==> src/rtl/flappy_pkg.sv <==
// Shared definitions for the flappy game blocks.
// - FSM state codes (IDLE/RUN/OVER) as legacy-compatible 2-bit constants.
// - Screen clamp limits of the bird-motion block (Y_MIN/Y_MAX).
// - Default bird column, bird half-size and pipe width.
// - sat_sub: 11-bit subtraction that floors at zero.
package flappy_pkg;

  localparam logic [1:0] ST_IDLE = 2'd0;
  localparam logic [1:0] ST_RUN  = 2'd1;
  localparam logic [1:0] ST_OVER = 2'd2;

  localparam logic [9:0] Y_MIN = 10'd15;
  localparam logic [9:0] Y_MAX = 10'd465;

  localparam logic [9:0] BIRD_X_DEF    = 10'd100;
  localparam logic [9:0] BIRD_HALF_DEF = 10'd10;
  localparam logic [9:0] PIPE_W_DEF    = 10'd40;

  function automatic logic [10:0] sat_sub(input logic [10:0] a, input logic [10:0] b);
    return (a > b) ? (a - b) : 11'd0;
  endfunction

endpackage

==> src/rtl/pipe_pass_detector.sv <==
// Detects the bird clearing a pipe and emits a one-cycle pass pulse.
// The armed flag allows one pass per pipe; it re-arms once the pipe is no
// longer behind the bird (covers the wrap back to the right edge).
// Ports:
//   clk10      - game clock
//   clr        - synchronous active-low reset (armed goes to 1)
//   en         - high only while the game is running
//   rearm      - forces armed on game (re)start
//   hit        - collision this cycle; suppresses the pass
//   pipe_right - right-most pipe column, 11-bit
//   bird_left  - left-most bird column, 11-bit
//   pass       - combinational pulse, valid on the deciding edge
module pipe_pass_detector (
  input  logic        clk10,
  input  logic        clr,
  input  logic        en,
  input  logic        rearm,
  input  logic        hit,
  input  logic [10:0] pipe_right,
  input  logic [10:0] bird_left,
  output logic        pass
);

  logic armed_q, armed_d;
  logic past;

  always_comb begin
    past    = pipe_right < bird_left;
    pass    = en & armed_q & past & ~hit;
    armed_d = armed_q;
    if (rearm) begin
      armed_d = 1'b1;
    end else if (en) begin
      if (!past) begin
        armed_d = 1'b1;
      end else if (pass) begin
        armed_d = 1'b0;
      end
    end
  end

  always_ff @(posedge clk10) begin
    if (!clr) begin
      armed_q <= 1'b1;
    end else begin
      armed_q <= armed_d;
    end
  end

endmodule

==> src/rtl/bird_collision_fsm.sv <==
// Game-state controller: decides game_end from bird height and pipe geometry,
// counts passed pipes and sequences start/restart with a minimum OVER dwell.
// Optional macro BOUNDARY_KILL_EN: touching the floor/ceiling clamp is fatal.
// Ports:
//   clk10      - 10 Hz game clock
//   clr        - synchronous active-low reset
//   start      - start/restart request, level-sampled
//   bird_y_pos - bird centre row
//   pipe_x_pos - left edge of the active pipe
//   gap_top    - first open row of the gap
//   gap_bot    - last open row of the gap
//   game_end   - registered, high in IDLE and OVER
//   score      - registered pass count, saturates at 255
//   state      - IDLE=0, RUN=1, OVER=2
module bird_collision_fsm
  import flappy_pkg::*;
#(
  parameter logic [9:0] BIRD_X      = BIRD_X_DEF,
  parameter logic [9:0] BIRD_HALF   = BIRD_HALF_DEF,
  parameter logic [9:0] PIPE_W      = PIPE_W_DEF,
  parameter logic [7:0] HOLD_CYCLES = 8'd20
) (
  input  logic       clk10,
  input  logic       clr,
  input  logic       start,
  input  logic [9:0] bird_y_pos,
  input  logic [9:0] pipe_x_pos,
  input  logic [9:0] gap_top,
  input  logic [9:0] gap_bot,
  output logic       game_end,
  output logic [7:0] score,
  output logic [1:0] state
);

  logic [1:0]  state_q, state_d;
  logic        game_end_q, game_end_d;
  logic [7:0]  score_q, score_d;
  logic [7:0]  hold_q, hold_d;

  logic [10:0] bird_top, bird_bot, bird_left, bird_right, pipe_left, pipe_right;
  logic        x_ov, edge_hit, hit, run, rearm, pass;

  // Geometry in 11 bits so sums cannot wrap; bird edges floor at zero.
  always_comb begin
    bird_top   = sat_sub({1'b0, bird_y_pos}, {1'b0, BIRD_HALF});
    bird_bot   = {1'b0, bird_y_pos} + {1'b0, BIRD_HALF};
    bird_left  = sat_sub({1'b0, BIRD_X}, {1'b0, BIRD_HALF});
    bird_right = {1'b0, BIRD_X} + {1'b0, BIRD_HALF};
    pipe_left  = {1'b0, pipe_x_pos};
    pipe_right = {1'b0, pipe_x_pos} + {1'b0, PIPE_W} - 11'd1;
    x_ov       = (pipe_left <= bird_right) && (pipe_right >= bird_left);
  end

`ifdef BOUNDARY_KILL_EN
  assign edge_hit = (bird_y_pos <= Y_MIN) || (bird_y_pos >= Y_MAX);
`else
  assign edge_hit = 1'b0;
`endif

  // An inverted gap (gap_top > gap_bot) makes every overlapping cycle a hit.
  assign hit = edge_hit ||
               (x_ov && ((bird_top < {1'b0, gap_top}) || (bird_bot > {1'b0, gap_bot})));
  assign run = (state_q == ST_RUN);

  pipe_pass_detector u_pass (
    .clk10      (clk10),
    .clr        (clr),
    .en         (run),
    .rearm      (rearm),
    .hit        (hit),
    .pipe_right (pipe_right),
    .bird_left  (bird_left),
    .pass       (pass)
  );

  always_comb begin
    state_d    = state_q;
    game_end_d = game_end_q;
    score_d    = score_q;
    hold_d     = hold_q;
    rearm      = 1'b0;
    case (state_q)
      ST_IDLE: begin
        game_end_d = 1'b1;
        if (start) begin
          state_d    = ST_RUN;
          game_end_d = 1'b0;
          score_d    = 8'd0;
          rearm      = 1'b1;
        end
      end
      ST_RUN: begin
        game_end_d = 1'b0;
        if (hit) begin
          state_d    = ST_OVER;
          game_end_d = 1'b1;
          hold_d     = 8'd0;
        end else if (pass && (score_q != 8'hff)) begin
          score_d = score_q + 8'd1;
        end
      end
      ST_OVER: begin
        game_end_d = 1'b1;
        if (hold_q != HOLD_CYCLES) begin
          hold_d = hold_q + 8'd1;
        end
        if ((hold_q == HOLD_CYCLES) && start) begin
          state_d    = ST_RUN;
          game_end_d = 1'b0;
          score_d    = 8'd0;
          rearm      = 1'b1;
        end
      end
      default: begin
        state_d    = ST_IDLE;
        game_end_d = 1'b1;
      end
    endcase
  end

  always_ff @(posedge clk10) begin
    if (!clr) begin
      state_q    <= ST_IDLE;
      game_end_q <= 1'b1;
      score_q    <= 8'd0;
      hold_q     <= 8'd0;
    end else begin
      state_q    <= state_d;
      game_end_q <= game_end_d;
      score_q    <= score_d;
      hold_q     <= hold_d;
    end
  end

  assign game_end = game_end_q;
  assign score    = score_q;
  assign state    = state_q;

endmodule

==> config.mk <==
export PLATFORM = sky130hd
export DESIGN_NAME = bird_collision_fsm
export DESIGN_NICKNAME = d
export VERILOG_FILES = /design/src/rtl/flappy_pkg.sv /design/src/rtl/pipe_pass_detector.sv /design/src/rtl/bird_collision_fsm.sv
export SDC_FILE = /design/constraint.sdc
export NUM_CORES = 1
export LEC_CHECK = 0
export ABC_CLOCK_PERIOD_IN_PS = 3450
export BUFFER_PORTS_ARGS = -buffer_cell sky130_fd_sc_hd__buf_2
export CELL_PAD_IN_SITES_DETAIL_PLACEMENT = 1
export CELL_PAD_IN_SITES_GLOBAL_PLACEMENT = 2
export CORE_MARGIN = 2
export CORE_UTILIZATION = 31
export CTS_BUF_LIST = sky130_fd_sc_hd__clkbuf_4 sky130_fd_sc_hd__clkbuf_8 sky130_fd_sc_hd__clkbuf_16
export DETAILED_ROUTE_END_ITERATION = 7
export PLACE_DENSITY = 0.86
export SLEW_MARGIN = 10
export SYNTH_ARGS = -nofsm -noshare
export SYNTH_HDL_FRONTEND = slang
export SYNTH_SLANG_ARGS = --single-unit
==> constraint.sdc <==
create_clock -name clk10 -period 3.45 [get_ports clk10]
set_input_delay 0.345 -clock clk10 [delete_from_list [all_inputs] [get_ports clk10]]
set_output_delay 0.345 -clock clk10 [all_outputs]
set_load 0.02 [all_outputs]
==> out/metrics.cfg <==
[run_status]
status=complete, no violations

[detailed_routing]
routedWlPerCell_um=14.3
routed_via_density=5.18
drt_pre_antenna_iters=4
vias=2385
antenna_left=0
routed_wl_mm=6.60
initialDrtViolationCount=74
drc=0

[floorplanning]
start_util=0.324
design.core.area_um2=7370
die_y_um=91.7
io-pin-count=54
rows=31
die_area_um2=8410
die_w_um=91.7

[final_layout]
area_growth_pct=17.5
final_layout_size_suffix_gt1_frac=0.233
final_common_cell=buf_2
mostFrequentLayoutCells=buf_2, inv_1, ha_1
final_cell_count_no_fill=460
nNetsFinal=433
final_area_um2=2800
n_fill_cell=959
antenna_cells=0

[timing]
maxSlewViolCount=0
relSlewSlack=0.663
timing.final.ws_setup_ns=0.307
max_freq_mhz=318
fin_worst_skew_ns=0.00830
setup_violations=0
hold_violations=0
period_share=0.911
fin_crit_ns=3.14
rsz0062_at_grt=no
worst_hold_slack_ns=0.451
max_slew.worst_pin.slew_ns=0.504

[synth]
ys.warnings.count=0
synthFlopType=dfxtp_1
yosys.area_share.simple=0.263
synth_cell_type_count=60
synth_top_area_frac=0.168
yosys.area_share.adder=0.142
synth_area_leader_cell=dfxtp_1
yosysSeqAreaShare=0.168
yosys-top-cells-area=dfxtp_1, ha_1, inv_1, a21oi_1, xnor2_1
synthArstFlopShare=0
synthesis.area_um2=2390
postSynthAreaPerCell_um2=7.75
netlist_instances=308
synth_edf_count=0
synth-compound-area-share=0.255
ys_ff_latch=20
synthXorXnorAreaFrac=0.0551
syn_nets=378
synthMuxAreaShare=0.0294
synth_top_family_by_area=simple AND/OR/NAND/NOR gates

[setup_path]
cp-end-kind=flop
worstRegToRegCells=5
r2r-start=state[0]$_SDFFE_PN0P_
worstPathArrival_ns=3.34
path_max_fanout=7
crit_path_frequent_cell=ha_1
crit_path_cell_trace=buf_2 -> inv_1 -> ha_1 -> nand2b_1 -> nand2_1 -> a21boi_1 -> buf_4 -> nor2_1 -> ha_1 -> a21o_1 -> a21oi_1 -> o211ai_1 -> o221ai_2 -> o2111ai_4 -> a2111oi_4 -> mux2i_1
worst_path_max_delay_cell=a2111oi_4
cpLargestDelayFamily=compound AO/OA/AOI/OAI gates
critPathLaunch=bird_y_pos[1]
reg2reg_to=hold_q[7]$_SDFFE_PN0P_
path_depth=16
crit_buf_inv=3
cp.required_ns=3.64
criticalPathCategory=input pin to flop
max_stage_delay_ns=0.39
start_kind=input pin
r2r_slack_ns=1.22

[place]
globalplace.congestion=0.831
portBuffers=53
hpwlAfterDp_mm=5.46
dpl-instance-area_um2=2740
placed_cells=454
pre_cts_ws_ns=-0.00723

[power]
p_per_area_nw_per_um2=247
vdd_ir_drop_max_v=0.000179
total_leakage_power_nw=1.21
p_total_mw=0.692

[clocking]
numCtsBuffers=3
cts.sinks=20
cts_tree=done
clkTransAtPathRegs_ns=0.07
clk_latency_ns=0.27
root_buffer=clkbuf_8
cts.hold.buffers_added=0
post_cts_buffers=0
cts_resized=0
cts_htree_levels=1
clk_path_buf_depth=2

[global_route]
grt_pass1_vias=2395
grtUsageTotal=0.159
grt_overflow_total=0
antenna_found_initial=0
grt_pass1_wl_mm=11.1
grt_max_degree=28

[hold_path]
hold_start=start
hold_depth=3
holdPathEnd=state[1]$_SDFFE_PN0P_
hold_path_class=input pin to flop

[run]
drv_cap=0

==> kinds of logic after synthesis <==
family | Yosys count
compound gates | 80
xor+xnor | 15
fa+ha+maj | 27
buf+inv | 47
flops | 20
mux | 7
simple gates | 112
==> registers in the layout (all words and copies together) (netlist names) <==
signal,count
state,2
score,8
u_pass.armed_q,1
game_end,1
hold_q,8
==> tightest hold or removal path: stages <==
cell and delay (ns):
buf_2 0.10, o21ai_0 0.08, a21oi_1 0.15
==> per-layer routing <==
layer,track usage,up-vias,share of wire
li1,-,1221,-
met4,0.0224,0,0.0044
met2,0.276,37,0.47
met1,0.212,1123,0.50
met5,0,-,0
met3,0.0247,4,0.031
==> per-stage QoR <==
step | setup TNS [ns] | utilization
5_1_grt | 0 | 0.380
3_5_place_dp | -0.00963 | 0.372
6_report | 0 | 0.380
3_3_place_gp | 0 | 0.372
4_1_cts | 0 | 0.377
2_1_floorplan | 0 | -
==> synthesized netlist by cell type (2+ instances only) <==
master     number
clkbuf_8        2
o221ai_2        2
dfxtp_1        20
o31ai_1         5
nand4_1        11
a21boi_1        2
clkbuf_1        5
buf_2           3
o211ai_1        4
nand3_1        16
a31oi_1         4
nand4b_1        2
or2_2           3
mux2i_1         7
inv_1          35
a21oi_1        21
and3_1          4
or3_1           2
nand3b_1       10
o311ai_0        2
xnor2_1        12
a21o_1          4
o21ai_0        14
nor3_1          6
o2111ai_1       2
nand2b_1        3
nor2_1         19
xor2_1          3
nor2b_1         4
nor3b_1         2
ha_1           27
o22ai_1         3
nand2_1        22
==> where the power goes <==
part | internal [mW] | switching, mW | total [mW]
Clock | 0.0782 | 0.0858 | 0.164
Combinational | 0.112 | 0.158 | 0.270
Sequential | 0.242 | 0.0154 | 0.257
==> layout make-up <==
| type | instances | area [µm²] | area share |
|---|---|---|---|
| multi-input combinational | 241 | 1770 | 0.633 |
| sequential | 20 | 400 | 0.143 |
| timing repair buffer | 62 | 333 | 0.119 |
| inverter | 35 | 131 | 0.0469 |
| tap | 99 | 124 | 0.0442 |
| clock buffer | 3 | 41.3 | 0.0147 |
==> worst max path at each step <==
stage and endpoint:
3_3_place_gp hold_q[7]$_SDFFE_PN0P_, 2_1_floorplan score[7]$_SDFFE_PN0P_, 3_5_place_dp score[7]$_SDFFE_PN0P_, 4_1_cts hold_q[7]$_SDFFE_PN0P_, 6_report hold_q[7]$_SDFFE_PN0P_, 5_1_grt score[7]$_SDFFE_PN0P_
No activity file was read; power rests on OpenSTA's default activity.
